`src/rtl/branch_controller.sv`:
```
// Bimodal branch-direction predictor for the 5-stage core.
// Decode gets a same-cycle prediction and recovery target.
// Execute trains a table of 2-bit saturating counters indexed by word PC.
module branch_controller #(
  parameter int ADDR_WIDTH = 32,
  parameter int INDEX_BITS = 8
) (
  input  logic                  clk,
  input  logic                  rst_n,
  // decode side
  input  logic [ADDR_WIDTH-1:0] dec_pc,
  input  logic                  dec_valid,
  input  logic                  dec_is_jump,
  input  logic [ADDR_WIDTH-1:0] dec_target,
  output logic                  dec_prediction,
  output logic [ADDR_WIDTH-1:0] dec_recovery_target,
  // execute side
  input  logic [ADDR_WIDTH-1:0] ex_pc,
  input  logic                  ex_valid,
  input  logic                  ex_outcome,
  input  logic                  ex_prediction,
  input  logic [ADDR_WIDTH-1:0] ex_recovery_target
);

  localparam int ENTRIES = 1 << INDEX_BITS;

  logic [1:0]            bht_q [ENTRIES];
  logic [1:0]            bht_d [ENTRIES];
  logic [INDEX_BITS-1:0] dec_idx;
  logic [INDEX_BITS-1:0] ex_idx;
  logic [1:0]            ex_ctr;
  logic [ADDR_WIDTH-1:0] dec_pc_plus8;

  // Low two PC bits are always zero (word-aligned); high bits alias freely.
  assign dec_idx      = dec_pc[INDEX_BITS+1:2];
  assign ex_idx       = ex_pc[INDEX_BITS+1:2];
  assign ex_ctr       = bht_q[ex_idx];
  assign dec_pc_plus8 = dec_pc + ADDR_WIDTH'(8);

  // Execute carries the resolved prediction/recovery too; nothing here needs them.
  logic unused_ok;
  assign unused_ok = ^{ex_prediction, ex_recovery_target,
                       dec_pc[1:0], dec_pc[ADDR_WIDTH-1:INDEX_BITS+2],
                       ex_pc[1:0], ex_pc[ADDR_WIDTH-1:INDEX_BITS+2]};

  // Next table contents: saturating increment/decrement of the resolved entry.
  always_comb begin
    bht_d = bht_q;
    if (ex_valid) begin
      if (ex_outcome) begin
        if (ex_ctr != 2'd3) bht_d[ex_idx] = ex_ctr + 2'd1;
      end else begin
        if (ex_ctr != 2'd0) bht_d[ex_idx] = ex_ctr - 2'd1;
      end
    end
  end

  // Table storage; reset parks every entry at weakly not-taken.
  always_ff @(posedge clk or negedge rst_n) begin
    if (!rst_n) begin
      for (int i = 0; i < ENTRIES; i++) bht_q[i] <= 2'd1;
    end else begin
      bht_q <= bht_d;
    end
  end

  // Zero-latency prediction from the registered table; no bypass of a same-cycle update.
  always_comb begin
    dec_prediction      = 1'b0;
    dec_recovery_target = dec_pc_plus8;
    if (dec_valid) begin
      if (dec_is_jump) begin
        dec_prediction = 1'b1;
      end else if (bht_q[dec_idx][1]) begin
        dec_prediction = 1'b1;
      end else begin
        dec_recovery_target = dec_target;
      end
    end
  end

endmodule

```
`config.mk`:
```
export PLATFORM = sky130hd
export DESIGN_NAME = branch_controller
export DESIGN_NICKNAME = d
export VERILOG_FILES = /design/src/rtl/branch_controller.sv
export SDC_FILE = /design/constraint.sdc
export NUM_CORES = 1
export LEC_CHECK = 0
export CORE_UTILIZATION = 61
export CTS_BUF_LIST = sky130_fd_sc_hd__clkbuf_16
export DETAILED_ROUTE_END_ITERATION = 6
export MAX_ROUTING_LAYER = met4
export PLACE_DENSITY = 0.81
export SLEW_MARGIN = 0
export SYNTH_ARGS = -nofsm -noshare
export SYNTH_HDL_FRONTEND = slang
export SYNTH_SLANG_ARGS = --single-unit
```
`constraint.sdc`:
```
create_clock -name clk -period 5.6 [get_ports clk]
set_input_delay 1.12 -clock clk [delete_from_list [all_inputs] [get_ports clk]]
set_output_delay 1.12 -clock clk [all_outputs]
set_load 0.02 [all_outputs]
```
== Word-level counts from Yosys, hierarchy flattened ==
Cells that the tools add are included.

* Reductions and logical operators: 4
* Add/subtract/negate cells: 3
* Bitwise logic cells: 2
* Mux-type cells: 19
* Eq/ne operators: 2
* $lt $le $gt $ge: 3

{| class="wikitable"
|+ Operator list
! operator !! count
|-
| $mux W512 || 3
|-
| $bwmux W512 || 2
|-
| $mux W32 || 3
|-
| $add A32 B4 Y32 const B || 1
|-
| $bmux W2 S8 || 2
|-
| $ge A9 B9 Y1 const B || 2
|-
| $not A8 Y9 || 2
|-
| $demux W2 S8 || 1
|-
| $mux W2 || 5
|-
| $lt A9 B1 Y1 const B || 1
|-
| $reduce_bool A2 Y1 || 2
|-
| $mux W1 || 3
|-
| $reduce_and A3 Y1 || 1
|-
| $add A2 B1 Y2 const B || 1
|-
| $ne A2 B1 Y1 const B || 1
|-
| $ne A2 B2 Y1 const B || 1
|-
| $sub A2 B1 Y2 const B || 1
|-
| $logic_and A1 B1 Y1 || 1
|}

* Input port bits: 135
* Flip-flop bits (word level): 512
* Output and inout bits: 33
* Logic and storage cells: 289

== Depth between registers and ports, before layout ==
* Depth in word-level cells: 8
* Gate-level depth with buffers: 19
* Gate-level depth less buffers: 14

== Least setup slack after synthesis ==
No wires, ideal clock.

* Path kind: input -> register
* From: input ex_pc[3]
* To: register bht_q[49] (netlist bit)
* Data arrival time: 5.591 ns
* Setup time: 0.125 ns
* Setup slack: -0.116 ns
* Stages: 19
* Path buffers: 6
* Data required time: 5.475 ns
* Cell sequence: buf_2 -> buf_2 -> buf_4 -> buf_2 -> buf_1 -> mux4_2 -> mux4_2 -> mux4_2 -> a22oi_1 -> and3_1 -> inv_2 -> ha_1 -> mux2i_1 -> nand2_1 -> nor3b_1 -> nand3_1 -> clkbuf_1 -> nor2_1 -> mux2_2

* Longest elaborated chain between the ends: 8
* Elaborated cells between the ends (all ways): 21
* Classes of those cells: add/sub: 2; order compare: 2; eq/ne: 2; mux: 10; bitwise: 1; reduce/logical: 4

{| class="wikitable"
|+ Ends and longest elaborated chain
! item !! line !! RTL
|-
| from (decl) || 18 || <nowiki>input logic [ADDR_WIDTH-1:0] ex_pc,</nowiki>
|-
| $not A8 Y9 (implied by the code) * || 37, 51, 53 ||
|-
| $bmux W2 S8, or another cell as far along || 37 || <nowiki>assign ex_ctr = bht_q[ex_idx];</nowiki>
|-
| $mux W2 (implied by the code) or $logic_and A1 B1 Y1 (tied branches) || 37, 51, 53 ||
|-
| $mux W2 (on tied branches) || 37, 51, 53 ||
|-
| $sub A2 B1 Y2, or another cell as far along || 53 || <nowiki>if (ex_ctr != 2'd0) bht_d[ex_idx] = ex_ctr - 2'd1;</nowiki>
|-
| $bwmux W512 (on tied branches) || 53, 51 ||
|-
| $mux W512 (on tied branches) || 53, 51 ||
|-
| $mux W512 || 50 || <nowiki>if (ex_outcome) begin</nowiki>
|-
| to (signal assigned) || 63 || <nowiki>bht_q <= bht_d;</nowiki>
|-
| to (decl) || 27 || <nowiki>logic [1:0] bht_q [ENTRIES];</nowiki>
|}

Mark *: on every way between the ends. The rest lies on a longest branch, timed or not. The select of a mux whose other input is x is not followed.
A chain may end at the register's enable or synchronous reset.

== Final worst setup path ==
* From: input dec_pc[4]
* To: output dec_prediction

* Longest elaborated chain between the ends: 7

{| class="wikitable"
|+ Ends and longest elaborated chain
! item !! line !! RTL
|-
| from (decl) || 11 || <nowiki>input logic [ADDR_WIDTH-1:0] dec_pc,</nowiki>
|-
| $not A8 Y9 (implied by the code) || 74 || <nowiki>end else if (bht_q[dec_idx][1]) begin</nowiki>
|-
| $bmux W2 S8 || 74 ||
|-
| $mux W2 (implied by the code) (2 in a row) || 74 ||
|-
| $mux W1 || 74 ||
|-
| $mux W1 || 72 || <nowiki>if (dec_is_jump) begin</nowiki>
|-
| $mux W1 || 71 || <nowiki>if (dec_valid) begin</nowiki>
|-
| to (decl) || 15 || <nowiki>output logic dec_prediction,</nowiki>
|}

Every way passes these cells. The select of a mux whose other input is x is not followed.

==> reports/metrics.cfg <==
[timing]
hold_violations = 0
min_period_ns = 5.55
rsz0062_at_grt = no
setup-tns-final_ns = 0
period_share = 0.990
final_max_slew_viol_count = 0
fin_skew_ns = 0.0165
finalSetupViolCount = 0
relSlewSlack = 0.320
fmax_mhz = 180
worst_pin_slew_ns = 1.02

[setup_path]
end_kind = output pin
cp_max_fo = 29
worst_setup_path_start_kind = input pin
reg2reg_from = bht_q[209]
crit_required_ns = 4.48
reg2reg_slack_ns = 1.04
cp.arrival_ns = 4.43
worstSetupPathType = input pin to output pin
max_stage_delay_ns = 0.61
crit_end = dec_prediction
r2r-end = bht_q[231]
path_cells = buf_2 > buf_12 > mux4_2 > mux2i_1 > mux2i_1 > mux2i_2 > a22o_1 > buf_12 > nor2_1 > and3_1 > clkdlybuf4s50_1
cp_slowest_cell = clkdlybuf4s50_1
startpoint = dec_pc[4]
reg2reg_depth = 15

[logic_synthesis]
synthArstFlopShare = 1.00
syn-num-nets = 2262
synth_enable_flop_cells = 0
yosysWarnings = 0
yosys-top-cells-count = mux2_2 (518), nor2_1 (273), dfrtp_1 (256), dfstp_2 (256), mux4_2 (215)
synth_seq_area_share = 0.459
yosysMostFrequentCell = mux2_2
synth_ff_type = dfstp_2
yosysTopAreaCellShare = 0.235
synth-seq-cells = 512
synthCells = 2124
syn_area_per_cell_um2 = 13.5
netlist_area_um2 = 28600
yosys.area.top_type = dfstp_2
ys_types = 59
synth_area_leaders = dfstp_2 (24%), dfrtp_1 (22%), mux2_2 (20%)

[pwr]
vdd_drop_max_uv = 251
leakage_uw = 0.0138
power_density_nw_per_um2 = 267

[global_routing]
grt_max_degree = 209
use_met3 = 0.0724
use_met2 = 0.548
grt_use_met1 = 0.473
grt_overflow = 0
top_usage_layer = met2
grt_usage = 0.362
grt_first_pass_wirelength_um = 126000
grt_antenna_before_repair = 4
grt_pass1_vias = 21000

[final_layout]
syn2layout_area_growth_pct = 15.3
layout.cells.non_filler = 2898
drive_gt1_frac = 0.538
fin_nets = 2386
final_area_um2 = 33000
final_util = 0.720

[clock_tree]
clockBufferDepth = 3
clockRootBuffer = clkbuf_16
clk_pin_slew_ns = 0.06
numClockSinks = 512
cts_max_level = 2
clock_latency_ns = 0.62
cts_buffers = 54
cts_tree = built

[placement]
io_buffers = 110
place_area_um2 = 31100
dp_hpwl_um = 52500
place.gp.congestion = 0.929
dp.cells = 2792

[worst_hold_path]
hold_class = register to register
holdPathStages = 1

[drt]
avgRoutedWirePerCell_um = 27.9
viasPerCell = 6.91
drt-pass1-iter-count = 6
num_vias = 20000
ant_nets = 0
drc = 0
drtIter0Drc = 1907
totalWireLength_um = 80900

[die]
die_w_um = 218
die_y_um = 218
initial_core_util = 0.625
fp-row-count = 78
num_io_pins = 168
die_area_um2 = 47700
core_area_um2 = 45800

[outcome]
status = finished clean

[job]
cap_violations = 0

[how the worst min path moves through the flow]
stage                     from         end  slack [ns]
floorplan           bht_q[401]  bht_q[401]        0.49
global placement    bht_q[197]  bht_q[197]        0.50
detailed placement  bht_q[177]  bht_q[177]        0.51
CTS                 bht_q[177]  bht_q[177]        0.53
global route        bht_q[177]  bht_q[177]        0.54
finish              bht_q[265]  bht_q[265]        0.53
[final cells by class]
class / count / area [um^2]
repair buffers: 260 / 2750
flip-flops and latches: 512 / 13100
fillers: 2872 / 12800
well taps: 600 / 751
inverters: 11 / 41.3
multi-input cells: 1409 / 14600
diodes: 4 / 10.0
clock inverters: 47 / 344
clock buffers: 55 / 1380
[placed cells by master, fill, tap and decap left out, types with 10 or more instances in the layout]
cell and n:
a2111oi_0 27, clkinv_1 21, mux4_2 215, dlymetal6s2s_1 23, xnor2_1 22, inv_1 20, nand2b_1 33, nand4_1 10
nor3_1 32, a22oi_1 14, clkdlybuf4s50_1 75, nor2b_1 11, dfstp_2 256, buf_4 112, a21oi_1 33, mux2i_1 22
clkbuf_16 55, nand3_1 23, nand2_1 47, mux2_2 518, dfrtp_1 256, and3_1 12, nor2_1 273, o32ai_1 28
buf_12 39
[through the flow]
| step | worst slack [ns] | hold slack [ns] | power (uW) |
|---|---|---|---|
| 3_5_place_dp | -0.102 | 0.513 | 5310 |
| 3_3_place_gp | -0.0509 | 0.504 | 5260 |
| 5_1_grt | 0.00203 | 0.539 | 9060 |
| 2_1_floorplan | 0.0248 | 0.492 | 4780 |
| 6_report | 0.0542 | 0.525 | 8800 |
| 4_1_cts | 0.0209 | 0.526 | 8810 |
[worst max-delay path: cells and delay by family]
| family | cells | cell delay (ns) |
|---|---|---|
| compound gates | 1 | 0.29 |
| buf+inv | 4 | 1.39 |
| mux | 4 | 1.11 |
| simple gates | 2 | 0.48 |
[metal layers]
layer	vias up	routed length, um
li1	8261	-
met1	10500	31000
met2	1023	38100
met3	275	7450
met4	0	4340
met5	-	0
[what timing repair did]
action / 4_1_cts / 5_1_grt
buffers inserted: 0 / 0
pin swaps: 1 / 1
gates cloned: 0 / 0
endpoints found under the hold margin: 0 / 0
hold buffers: 0 / 0
endpoints found under the setup margin: 5 / 27
resized for setup: 5 / 27
[kinds of logic (layout without fill, tap and decap cells)]
logic type / after synthesis / count (layout) / synth area share
AND/OR/NAND/NOR: 466 / 466 / 0.0719
other: 0 / 4 / 0
flip-flops: 512 / 512 / 0.459
adder cells (fa/ha/maj): 3 / 3 / 0.00131
XOR/XNOR: 28 / 28 / 0.00858
AO/OA/AOI/OAI: 153 / 153 / 0.0406
multiplexers: 759 / 759 / 0.384
buffers and inverters: 203 / 373 / 0.0341
[power by group]
part,switching [uW],internal [uW],leakage (uW),total [uW]
logic,696,543,0.00671,1240
clock network,1520,2000,0.000878,3520
registers,101,3930,0.00620,4030
Power figures use the tool's default switching activity.
